`src/rtl/wb_arb_pkg.sv`:
```
// wb_arb_pkg: shared types for the two-master Wishbone arbiter.
//   state_t         arbiter grant state
//   gnt_idx_t       index of a master (0 or 1)
//   DEFAULT_TIMEOUT watchdog limit used when the top is not overridden
package wb_arb_pkg;

   typedef enum logic [1:0] {
      IDLE = 2'd0,
      GNT0 = 2'd1,
      GNT1 = 2'd2
   } state_t;

   typedef logic gnt_idx_t;

   localparam int DEFAULT_TIMEOUT = 255;

endpackage

```
`src/rtl/wb_arb2_if.sv`:
```
// wb_arb2_if: one Wishbone classic link (single held-strobe transfers).
//   cyc, stb, we, adr, sel, dat_w   initiator -> target
//   dat_r, ack, err, rty, stall     target -> initiator
// Modports:
//   master  the initiating side (drives cyc/stb/...)
//   slave   the responding side (drives ack/err/rty/stall/dat_r)
interface wb_arb2_if #(
   parameter int ADDR_WIDTH = 32
);
   logic                  cyc;
   logic                  stb;
   logic                  we;
   logic [ADDR_WIDTH-1:0] adr;
   logic [3:0]            sel;
   logic [31:0]           dat_w;
   logic [31:0]           dat_r;
   logic                  ack;
   logic                  err;
   logic                  rty;
   logic                  stall;

   modport master (
      output cyc, stb, we, adr, sel, dat_w,
      input  dat_r, ack, err, rty, stall
   );

   modport slave (
      input  cyc, stb, we, adr, sel, dat_w,
      output dat_r, ack, err, rty, stall
   );
endinterface

```
`src/rtl/wb_arb_wdog.sv`:
```
// wb_arb_wdog: grant watchdog counter for wb_arb2.
// Only instantiated when WB_ARB2_TIMEOUT_EN is defined.
//   clk_i, rst_i  clock, async active-high reset
//   load          clear the count (outside a grant / on grant release)
//   en            count one granted cycle without termination
//   expire        count has reached TIMEOUT_CYCLES-1
module wb_arb_wdog
   import wb_arb_pkg::*;
#(
   parameter int TIMEOUT_CYCLES = DEFAULT_TIMEOUT
) (
   input  logic clk_i,
   input  logic rst_i,
   input  logic load,
   input  logic en,
   output logic expire
);

   localparam int CW = $clog2(TIMEOUT_CYCLES + 1);

   logic [CW-1:0] cnt;

   always_ff @(posedge clk_i or posedge rst_i) begin
      if (rst_i)     cnt <= '0;
      else if (load) cnt <= '0;
      else if (en)   cnt <= cnt + CW'(1);
   end

   assign expire = (cnt == CW'(TIMEOUT_CYCLES - 1));

endmodule

```
`src/rtl/wb_arb2.sv`:
```
// wb_arb2: two-master round-robin Wishbone arbiter onto one slave port.
//   clk_i  clock, rising edge
//   rst_i  async active-high reset
//   m0, m1 master-facing links (slave modport): requests in, responses out
//   s      slave-facing link (master modport): muxed request out
// Optional WB_ARB2_TIMEOUT_EN: a watchdog errors the granted master and
// releases the grant after TIMEOUT_CYCLES granted cycles with no response.
//
// state | meaning
// IDLE  | no grant; slave outputs all zero
// GNT0  | master 0 owns the slave port
// GNT1  | master 1 owns the slave port
module wb_arb2
   import wb_arb_pkg::*;
#(
   parameter int ADDR_WIDTH     = 32,
   parameter int TIMEOUT_CYCLES = DEFAULT_TIMEOUT
) (
   input logic       clk_i,
   input logic       rst_i,
   wb_arb2_if.slave  m0,
   wb_arb2_if.slave  m1,
   wb_arb2_if.master s
);

   state_t   state, state_nxt;
   gnt_idx_t last, last_nxt;

   logic     req0, req1;
   logic     in_gnt;
   gnt_idx_t g_sel;
   logic     g_cyc;
   logic     gnt0, gnt1;
   logic     s_term, term, rel;
   logic     wd_expire;

   assign req0   = m0.cyc & m0.stb;
   assign req1   = m1.cyc & m1.stb;
   assign in_gnt = (state != IDLE);
   assign g_sel  = gnt_idx_t'(state == GNT1);
   assign g_cyc  = g_sel ? m1.cyc : m0.cyc;

   // Grant is only "live" while the owner still drives cyc&stb, so a
   // response arriving in an abort cycle is not routed back.
   assign gnt0   = (state == GNT0) & req0;
   assign gnt1   = (state == GNT1) & req1;

   assign s_term = s.ack | s.err | s.rty;
   assign term   = s_term | wd_expire;
   assign rel    = in_gnt & (term | ~g_cyc);

`ifdef WB_ARB2_TIMEOUT_EN
   logic wd_load, wd_en, wd_cnt_done;

   assign wd_load = ~in_gnt | rel;
   assign wd_en   = in_gnt & ~term;

   wb_arb_wdog #(.TIMEOUT_CYCLES(TIMEOUT_CYCLES)) u_wdog (
      .clk_i  (clk_i),
      .rst_i  (rst_i),
      .load   (wd_load),
      .en     (wd_en),
      .expire (wd_cnt_done)
   );

   assign wd_expire = in_gnt & wd_cnt_done;
`else
   localparam int unused_timeout = TIMEOUT_CYCLES;
   assign wd_expire = 1'b0;
`endif

   always_ff @(posedge clk_i or posedge rst_i) begin
      if (rst_i) begin
         state <= IDLE;
         last  <= 1'b1;
      end else begin
         state <= state_nxt;
         last  <= last_nxt;
      end
   end

   always_comb begin
      state_nxt = state;
      last_nxt  = last;
      s.cyc     = 1'b0;
      s.stb     = 1'b0;
      s.we      = 1'b0;
      s.adr     = '0;
      s.sel     = '0;
      s.dat_w   = '0;

      unique case (state)
         IDLE: begin
            if (req0 & req1)  state_nxt = last ? GNT0 : GNT1;
            else if (req0)    state_nxt = GNT0;
            else if (req1)    state_nxt = GNT1;
         end
         GNT0: begin
            if (rel) begin
               last_nxt  = 1'b0;
               state_nxt = req1 ? GNT1 : IDLE;
            end
         end
         GNT1: begin
            if (rel) begin
               last_nxt  = 1'b1;
               state_nxt = req0 ? GNT0 : IDLE;
            end
         end
         default: state_nxt = IDLE;
      endcase

      if (in_gnt) begin
         s.cyc   = (gnt0 | gnt1) & ~wd_expire;
         s.stb   = (gnt0 | gnt1) & ~wd_expire;
         s.we    = g_sel ? m1.we    : m0.we;
         s.adr   = g_sel ? m1.adr   : m0.adr;
         s.sel   = g_sel ? m1.sel   : m0.sel;
         s.dat_w = g_sel ? m1.dat_w : m0.dat_w;
      end
   end

   assign m0.ack   = s.ack & gnt0;
   assign m0.err   = (s.err | wd_expire) & gnt0;
   assign m0.rty   = s.rty & gnt0;
   assign m0.stall = req0 & ~(gnt0 & term);
   assign m0.dat_r = s.dat_r;

   assign m1.ack   = s.ack & gnt1;
   assign m1.err   = (s.err | wd_expire) & gnt1;
   assign m1.rty   = s.rty & gnt1;
   assign m1.stall = req1 & ~(gnt1 & term);
   assign m1.dat_r = s.dat_r;

   // Slave stall only delays the slave; the owner keeps stb held meanwhile.
   logic unused_stall;
   assign unused_stall = s.stall;

endmodule

```
`src/flat_wrapper.sv`:
```
// flat-port wrapper written by rule: the top's interface ports become plain ports
module wb_arb2_flat import wb_arb_pkg::*;
#(
   parameter int ADDR_WIDTH     = 32,
   parameter int TIMEOUT_CYCLES = DEFAULT_TIMEOUT
)
  (clk_i, rst_i, m0_cyc, m0_stb, m0_we, m0_adr, m0_sel, m0_dat_w, m0_dat_r, m0_ack, m0_err, m0_rty, m0_stall, m1_cyc, m1_stb, m1_we, m1_adr, m1_sel, m1_dat_w, m1_dat_r, m1_ack, m1_err, m1_rty, m1_stall, s_cyc, s_stb, s_we, s_adr, s_sel, s_dat_w, s_dat_r, s_ack, s_err, s_rty, s_stall);
  wb_arb2_if #(.ADDR_WIDTH(ADDR_WIDTH)) m0_i ();
  wb_arb2_if #(.ADDR_WIDTH(ADDR_WIDTH)) m1_i ();
  wb_arb2_if #(.ADDR_WIDTH(ADDR_WIDTH)) s_i ();
  input logic clk_i;
  input logic rst_i;
  input wire logic [$bits(m0_i.cyc)-1:0] m0_cyc;
  input wire logic [$bits(m0_i.stb)-1:0] m0_stb;
  input wire logic [$bits(m0_i.we)-1:0] m0_we;
  input wire logic [$bits(m0_i.adr)-1:0] m0_adr;
  input wire logic [$bits(m0_i.sel)-1:0] m0_sel;
  input wire logic [$bits(m0_i.dat_w)-1:0] m0_dat_w;
  output wire logic [$bits(m0_i.dat_r)-1:0] m0_dat_r;
  output wire logic [$bits(m0_i.ack)-1:0] m0_ack;
  output wire logic [$bits(m0_i.err)-1:0] m0_err;
  output wire logic [$bits(m0_i.rty)-1:0] m0_rty;
  output wire logic [$bits(m0_i.stall)-1:0] m0_stall;
  input wire logic [$bits(m1_i.cyc)-1:0] m1_cyc;
  input wire logic [$bits(m1_i.stb)-1:0] m1_stb;
  input wire logic [$bits(m1_i.we)-1:0] m1_we;
  input wire logic [$bits(m1_i.adr)-1:0] m1_adr;
  input wire logic [$bits(m1_i.sel)-1:0] m1_sel;
  input wire logic [$bits(m1_i.dat_w)-1:0] m1_dat_w;
  output wire logic [$bits(m1_i.dat_r)-1:0] m1_dat_r;
  output wire logic [$bits(m1_i.ack)-1:0] m1_ack;
  output wire logic [$bits(m1_i.err)-1:0] m1_err;
  output wire logic [$bits(m1_i.rty)-1:0] m1_rty;
  output wire logic [$bits(m1_i.stall)-1:0] m1_stall;
  output wire logic [$bits(s_i.cyc)-1:0] s_cyc;
  output wire logic [$bits(s_i.stb)-1:0] s_stb;
  output wire logic [$bits(s_i.we)-1:0] s_we;
  output wire logic [$bits(s_i.adr)-1:0] s_adr;
  output wire logic [$bits(s_i.sel)-1:0] s_sel;
  output wire logic [$bits(s_i.dat_w)-1:0] s_dat_w;
  input wire logic [$bits(s_i.dat_r)-1:0] s_dat_r;
  input wire logic [$bits(s_i.ack)-1:0] s_ack;
  input wire logic [$bits(s_i.err)-1:0] s_err;
  input wire logic [$bits(s_i.rty)-1:0] s_rty;
  input wire logic [$bits(s_i.stall)-1:0] s_stall;
  assign m0_i.cyc = m0_cyc;
  assign m0_i.stb = m0_stb;
  assign m0_i.we = m0_we;
  assign m0_i.adr = m0_adr;
  assign m0_i.sel = m0_sel;
  assign m0_i.dat_w = m0_dat_w;
  assign m0_dat_r = m0_i.dat_r;
  assign m0_ack = m0_i.ack;
  assign m0_err = m0_i.err;
  assign m0_rty = m0_i.rty;
  assign m0_stall = m0_i.stall;
  assign m1_i.cyc = m1_cyc;
  assign m1_i.stb = m1_stb;
  assign m1_i.we = m1_we;
  assign m1_i.adr = m1_adr;
  assign m1_i.sel = m1_sel;
  assign m1_i.dat_w = m1_dat_w;
  assign m1_dat_r = m1_i.dat_r;
  assign m1_ack = m1_i.ack;
  assign m1_err = m1_i.err;
  assign m1_rty = m1_i.rty;
  assign m1_stall = m1_i.stall;
  assign s_cyc = s_i.cyc;
  assign s_stb = s_i.stb;
  assign s_we = s_i.we;
  assign s_adr = s_i.adr;
  assign s_sel = s_i.sel;
  assign s_dat_w = s_i.dat_w;
  assign s_i.dat_r = s_dat_r;
  assign s_i.ack = s_ack;
  assign s_i.err = s_err;
  assign s_i.rty = s_rty;
  assign s_i.stall = s_stall;
  wb_arb2 #(.ADDR_WIDTH(ADDR_WIDTH), .TIMEOUT_CYCLES(TIMEOUT_CYCLES)) u_core (.clk_i(clk_i), .rst_i(rst_i), .m0(m0_i), .m1(m1_i), .s(s_i));
endmodule
```
`config.mk`:
```
export PLATFORM = sky130hd
export DESIGN_NAME = wb_arb2_flat
export DESIGN_NICKNAME = d
export VERILOG_FILES = /design/src/rtl/wb_arb_pkg.sv /design/src/rtl/wb_arb2_if.sv /design/src/rtl/wb_arb_wdog.sv /design/src/rtl/wb_arb2.sv /design/src/flat_wrapper.sv
export SDC_FILE = /design/constraint.sdc
export NUM_CORES = 1
export LEC_CHECK = 0
export ABC_AREA = 1
export CORE_AREA = 2 2 126 128
export DETAILED_ROUTE_END_ITERATION = 16
export DIE_AREA = 0 0 128 130
export GPL_ROUTABILITY_DRIVEN = 0
export PLACE_DENSITY = 0.57
export SYNTH_ARGS = -nofsm -noshare
export SYNTH_HDL_FRONTEND = slang
export SYNTH_HIERARCHICAL = 1
export SYNTH_SLANG_ARGS = --single-unit
export TNS_END_PERCENT = 20
```
`constraint.sdc`:
```
create_clock -name clk_i -period 1.3 [get_ports clk_i]
set_clock_uncertainty 0.2 [all_clocks]
set_input_delay 0.26 -clock clk_i [delete_from_list [all_inputs] [get_ports clk_i]]
set_output_delay 0.26 -clock clk_i [all_outputs]
set_load 0.1 [all_outputs]
```
==> flow_metrics.tcl <==
set metrics [dict create \
    status "complete, but fails checks" \
    violations "negative setup slack" \
    rr_startpoint "u_core/state[0]" \
    n_antenna_cell 0 \
    die_area_um2 16640 \
    ios 323 \
    wl_met3_um 886 \
    insertion_delay_ns 0.22 \
    grt_pass1_wl_um 13260 \
    yosysUniqueCellTypes 15 \
    antenna_found_initial 0 \
    whs_ns 0.04867 \
    final_util_pct 33.47 \
    max_freq_ghz 0.5217 \
    post_drt_wl_per_cell_um 18.02 \
    detail-route-antenna-nets 0 \
    critical_path_required_ns 0.84 \
    grt_max_degree 46 \
    numPlacedInstances 558 \
    path_buf_inv 4 \
    setup_ws_ns -0.6168 \
    synth_common_cells "a22o_1 (69), buf_4 (65), nand2_1 (20)" \
    cts.clk_slew.worst_paths_ns 0.03 \
    hpwl_um 7945 \
    htree_levels 1 \
    crit_family "buffers and inverters" \
    period_minus_slack_ns 1.917 \
    start_util_pct 9.758 \
    first_pass_iters 3 \
    crit_path_end_kind "output port" \
    total_power_mw 9.474 \
    viasPerCell 3.844 \
    fin_setup_tns_ns -47.09 \
    grt.overflow.total 0 \
    cts_inserted_buffers 3 \
    die_height_um 130 \
    cp.depth 6 \
    synthCells 203 \
    slew_headroom_pct 76.42 \
    drt_iter0_drc 61 \
    wl_met2_um 5318 \
    top_layer_used "met4" \
    cp_cell_sequence "inv_4 -> nand2_8 -> inv_12 -> buf_16 -> a22o_1 -> buf_12" \
    synth_area_per_cell_um2 7.415 \
    synthArstFlopShare_pct 100.0 \
    path_max_fanout 9 \
    ys.flop_type "dfrtp_1" \
    slowest_delay_ns 0.44 \
    synth_top_area_cell "a22o_1" \
    cts_tree "yes" \
    timing.hold.worst.class "in2async" \
    track_usage_pct 10.51 \
    drive_gt1_share_pct 50.93 \
    finalHoldViolCount 0 \
    power_density_nw_per_um2 1835 \
    maxCapViolations 0 \
    critPathLaunchType "flip-flop" \
    r2r_setup_slack_ns -0.23 \
    endpoint "s_dat_w[21]" \
    synth_edf_count 0 \
    yosysMostFrequentCell "a22o_1" \
    drt-met1-wl_um 3845 \
    reg2reg_depth 4 \
    crit_type "reg2out" \
    synth_top_area_share_pct 40.15 \
    core-area_um2 15420 \
    fp.dieW_um 128 \
    drt_drc_violations_left 0 \
    nNetsFinal 558 \
    yosys_warnings 6 \
    yosys_register_bits 3 \
    synth_area_um2 1505 \
    yosysSeqAreaShare_pct 5.071 \
    reg2reg_to "u_core/state[1]" \
    place_area_um2 4483 \
    synth.top_cells.by_area "a22o_1 (40%), buf_4 (32%), buf_6 (6.7%)" \
    slowest_stage "dfrtp_2" \
    worstPathArrival_ns 1.46 \
    syn2layout_area_growth_pct 243.0 \
    rsz0062_at_grt "yes" \
    root_buffer "clkbuf_16" \
    slew_violations 0 \
    finalNonFillerCells 569 \
    vias 2187 \
    cts.sinks 3 \
    grt_pass1_vias 2337 \
    layout_worst_path_cycle_share_pct 147.4 \
    dp_slack_ns -0.6155 \
    setup_viol 82 \
    worst_slew_pin_slew_ns 0.3537 \
    rows 46 \
    leakagePower_nw 2.163 \
    peakVddDrop_v 0.0009552 \
    fin_area_um2 5162 \
    io_buffers 225 \
    clockBufferDepth 2 \
    n_fill_cell 1521 \
    routed_wl_um 10250 \
    crit_start "u_core/state[0]" \
    syn-num-nets 383 \
]
power breakdown:
| part | switching (mW) | total [mW] | internal, mW | leakage, nW |
|---|---|---|---|---|
| logic | 5.30 | 8.80 | 3.50 | 2.09 |
| clock network | 0.0862 | 0.491 | 0.405 | 0.0382 |
| registers | 0.0415 | 0.182 | 0.140 | 0.0336 |
| total | 5.43 | 9.47 | 4.05 | 2.16 |
cell usage in the layout, fill, tap and decap left out, types with 5 or more instances in the layout:
cell type and n:
buf_4 13, clkdlybuf4s50_1 144, buf_12 80, a22o_4 46
clkbuf_16 5, a22o_2 14, a22o_1 9, nor2_4 8
nand2_1 16
sequential cells by signal (all words and copies together) (netlist names):
register      count
u_core/state      2
u_core/last       1
worst reg2reg max path, delay by kind of cell, from the launching register on:
family                 cells  cell delay, ns
AND/OR/NAND/NOR            3            0.55
flip-flops                 1            0.44
buffers and inverters      1            0.23
worst min path at each step:
stage	slack, ns	endpoint	startpoint	cells past startpoint
final	0.05	u_core/state[0]	rst_i	2
after global routing	0.08	u_core/state[0]	rst_i	2
after CTS	0.08	u_core/state[1]	rst_i	2
after floorplan	-0.19	u_core/state[0]	rst_i	1
after global placement	0.26	u_core/last	u_core/last	2
after detailed placement	0.27	u_core/last	u_core/last	2
logic make-up after synthesis:
family | count (synthesis) | synth area share [%]
AND/OR/NAND/NOR | 38 | 10.31
AO/OA/AOI/OAI | 72 | 41.15
flip-flops | 3 | 5.071
buffers and inverters | 90 | 43.47
layer usage:
layer	vias up	global-route usage [%]
li1	1019	-
met3	33	2.501
met1	1005	12.06
met4	0	3.232
met5	-	0
met2	130	19.35
cell type report:
type                            instances  area, um^2  area share [%]
Sequential cell                         3       78.83           1.527
Clock buffer                            4       78.83           1.527
Timing Repair Buffer                  249        3354           64.98
Timing Repair inverter                  1       11.26          0.2181
Tap cell                              192       240.2           4.653
Inverter                               10       60.06           1.163
Multi-Input combinational cell        110        1339           25.93
repair_timing:
item	in CTS	in global routing
hold buffers	0	0
pin swaps	3	4
resized for setup	49	20
endpoints found under the setup margin	82	82
buffers inserted	2	0
gates cloned	2	3
No activity file was read; power rests on OpenSTA's default activity.
==> RTL edit 1: new RTL, same settings <==
`ADDR_WIDTH` is set to 32 in 3 places; all go to 40.
--- a/src/rtl/wb_arb2_if.sv
+++ b/src/rtl/wb_arb2_if.sv
@@ -5,7 +5,7 @@
 //   master  the initiating side (drives cyc/stb/...)
 //   slave   the responding side (drives ack/err/rty/stall/dat_r)
 interface wb_arb2_if #(
-   parameter int ADDR_WIDTH = 32
+   parameter int ADDR_WIDTH = 40
 );
    logic                  cyc;
    logic                  stb;
--- a/src/rtl/wb_arb2.sv
+++ b/src/rtl/wb_arb2.sv
@@ -13,7 +13,7 @@
 module wb_arb2
    import wb_arb_pkg::*;
 #(
-   parameter int ADDR_WIDTH     = 32,
+   parameter int ADDR_WIDTH     = 40,
    parameter int TIMEOUT_CYCLES = DEFAULT_TIMEOUT
 ) (
    input logic       clk_i,
--- a/src/flat_wrapper.sv
+++ b/src/flat_wrapper.sv
@@ -1,7 +1,7 @@
 // flat-port wrapper written by rule: the top's interface ports become plain ports
 module wb_arb2_flat import wb_arb_pkg::*;
 #(
-   parameter int ADDR_WIDTH     = 32,
+   parameter int ADDR_WIDTH     = 40,
    parameter int TIMEOUT_CYCLES = DEFAULT_TIMEOUT
 )
   (clk_i, rst_i, m0_cyc, m0_stb, m0_we, m0_adr, m0_sel, m0_dat_w, m0_dat_r, m0_ack, m0_err, m0_rty, m0_stall, m1_cyc, m1_stb, m1_we, m1_adr, m1_sel, m1_dat_w, m1_dat_r, m1_ack, m1_err, m1_rty, m1_stall, s_cyc, s_stb, s_we, s_adr, s_sel, s_dat_w, s_dat_r, s_ack, s_err, s_rty, s_stall);
Interface: changed (resized m0_adr, m1_adr and s_adr); port bits go from 323 to 347. No check against the original RTL was run, so the function may have changed too.
==> RTL edit 1 against the unedited design <==
  * Highest routed layer unchanged
  * Non-clock buffer count is 26 higher
  * The run still ends with negative setup slack left
  * First-iteration DRC count is 23% lower
  * Count of clock-buffer cells in the layout stayed put
  * Die area stayed put
  * Wire length is 3.6% higher
  * Design area is 5.2% higher
  * Worst hold slack worse by 49 ps
  * Worst setup slack worse by 50 ps
  * Synthesized cell count is 4.9% higher
  * Sequential cell count stayed put
  * Area after synthesis is 6.8% higher
  * Critical endpoint is now s_dat_w[10]
  * Total power is 6.2% higher
==> RTL edit 1: results <==
timing:
  fin_ws_ps: -666
  relSlewSlack_pct: 70.6
  finalSetupViolCount: 90
drt:
  avgRoutedWirePerCell_um: 17.6
  vias: 2358
  drt_iter0_drc: 47
  viasPerCell: 3.91
  met3_length_mm: 1.16
  met1_length_mm: 3.59
  dr.pass1.iters: 4
power:
  p_per_area_nw_per_um2: 1850
  power_switching_share_pct: 58.0
  p_sw_w: 0.00584
critical_path:
  critPathArrivalTime_ps: 1510
  crit_fanout: 79
  r2r_slack_ps: -290
  max_stage_delay_ps: 390
  reg2regPathDepth: 5
final_layout:
  drive_gt1_share_pct: 44.3
  multi_input_area_share_pct: 23.4
  clk_share_pct: 1.45
  nonClkBufAreaFrac_pct: 67.8
  seq_share_pct: 1.45
outcome:
  status: "finished, violations left"
  violations: "negative setup slack"
placed_design:
  dp.cells: 593
  dp_hpwl_mm: 8.62
  post-place-ws_ps: -773
grt:
  grt_max_degree: 80
  grtUsageMet2_pct: 22.2
  grt_pass1_vias: 2459
synth:
  synth_cells: 213
  ys_seq_area_share_pct: 4.75
  syn_nets: 409
clocking:
  cts_resized: 44
  cts_setup_buffers: 1
-- RTL edit 1: changes by cell type in the layout (fill, tap and decap cells not counted), sizes merged --
cell,change
a22o,+8
clkbuf,-2
buf,+12
inv,-1
clkinv,+1
dlygate4sd2,+3
clkdlybuf4s50,+13
-- RTL edit 1: kinds of logic after synthesis --
group | synth area share, %
buffers and inverters | 41.9
AOI/OAI and AO/OA | 42.9
and+or+nand+nor | 10.4
DFF | 4.75
-- RTL edit 1: worst min-delay path by stage --
stage               slack, ps  startpoint  cells past startpoint         endpoint
finish                   0.01       rst_i                      2  u_core/state[0]
global route               40       rst_i                      2  u_core/state[0]
CTS                         2       rst_i                      2  u_core/state[0]
detailed placement        240       rst_i                      2  u_core/state[1]
global placement          240       rst_i                      2  u_core/state[1]
floorplan                -190       rst_i                      1  u_core/state[0]
==> RTL edit 2: new RTL, config.mk and constraints unchanged <==
Made on the original files. The 3 states of `state_t` get a one-hot encoding in 3 bits.
--- a/src/rtl/wb_arb_pkg.sv
+++ b/src/rtl/wb_arb_pkg.sv
@@ -4,10 +4,10 @@
 //   DEFAULT_TIMEOUT watchdog limit used when the top is not overridden
 package wb_arb_pkg;
 
-   typedef enum logic [1:0] {
-      IDLE = 2'd0,
-      GNT0 = 2'd1,
-      GNT1 = 2'd2
+   typedef enum logic [2:0] {
+      IDLE = 3'b001,
+      GNT0 = 3'b010,
+      GNT1 = 3'b100
    } state_t;
 
    typedef logic gnt_idx_t;
Formal check against the unedited RTL: same outputs for any inputs over 10 cycles, from zero or initial values and one cycle with rst_i high; not proved beyond that.
==> RTL edit 2 against the unedited design <==
  * The run still ends with negative setup slack left
  * Largest cell class unchanged
  * Non-clock buffer count increased by 26
  * Via count up 43%
  * First-iteration DRC count up 11%
  * Area after synthesis increased by 24%
  * Maximum frequency fell by 10%
  * Worst setup slack worse by 220 ps
  * Design area increased by 28%
  * Register-to-register slack got worse by 450 ps
  * Wire length rose by 39%
  * Highest routed layer unchanged
  * Critical endpoint is now s_adr[15]
  * Critical path depth up 1
  * Sequential cell count rose by 1
Power is left out: the tool's default activity adds up to more than one toggle a clock period on the data nets, which glitch-free logic cannot reach.
==> RTL edit 2: results <==
outcome:
  status: "finished, violations left"
  violations: "negative setup slack"
grt:
  grtUsageTotal_pct: 14.3
  grt_max_degree: 35
  grt_pass1_vias: 3203
  grtUsageMet2_pct: 26.1
synth:
  yosys-top-cells-area: "nor2_1, buf_4, o21ai_0, o21ai_1, nand2_1"
  ys_seq_area_share_pct: 5.50
  synth_common_cells: "nor2_1, buf_4, o21ai_0, nand2_1, o21ai_1"
  synth-compound-area-share_pct: 19.8
  synth_cell_type_count: 19
  synth_ff_type: "dfstp_2"
drt:
  viasPerCell: 4.22
  dr.pass1.iters: 4
  avgRoutedWirePerCell_um: 19.2
  drt_iter0_drc: 68
timing:
  finalSetupViolCount: 83
  worst_pin_slew_ps: 281
  fin_ws_ps: -840
placed_design:
  post-place-ws_ps: -717
clocking:
  cts_made_buffers: 3
final_layout:
  drive_gt1_share_pct: 60.8
  reg_top3: "u_core/state x3, u_core/last x1"
  fill_cells: 1459
  nNetsFinal: 729
critical_path:
  crit_start: "u_core/state[0]"
  reg2regPathDepth: 11
  max_stage_delay_ps: 540
-- RTL edit 2: cells by family after synthesis --
logic type	count (synthesis)
buffers and inverters	102
flip-flops	4
AND/OR/NAND/NOR	177
AO/OA/AOI/OAI	74
-- RTL edit 2: per-stage QoR --
stage                     setup TNS [ps]  instance area (um2)  instances
after global routing              -69760                 6630        740
after floorplan                   -55500                 2530        357
after detailed placement          -52020                 5320        705
after global placement            -49260                 5320        705
final                             -65320                 6630        740
after CTS                         -66350                 6050        724
-- RTL edit 2: cell type report --
class	instances	area (um2)	area share (%)
clock buffer	4	78.8	1.19
inverter	14	65.1	0.981
multi-input combinational	251	2200	33.2
sequential	4	104	1.57
tap	192	240	3.62
timing repair buffer	275	3940	59.4
-- RTL edit 2: layer usage --
layer	share of wire (%)	wire (um)
met5	0	0
met1	38	5460
met2	52	7380
met4	2.2	320
met3	7.5	1070
-- RTL edit 2: final timing paths --
check | to | slack (ps)
setup / recovery | s_adr[15] | -840
hold / removal | u_core/state[1] | 90
setup reg to reg | u_core/state[1] | -680
hold reg to reg | u_core/last | 290
max in group asynchronous | u_core/state[0] | 570
min in group clk_i | u_core/last | 290
-- RTL edit 2: what timing repair did --
item,in CTS,in global routing
pin swaps,13,19
cloned,10,12
resized for setup,96,63
endpoints found under the setup margin,83,83
buffers inserted,5,5
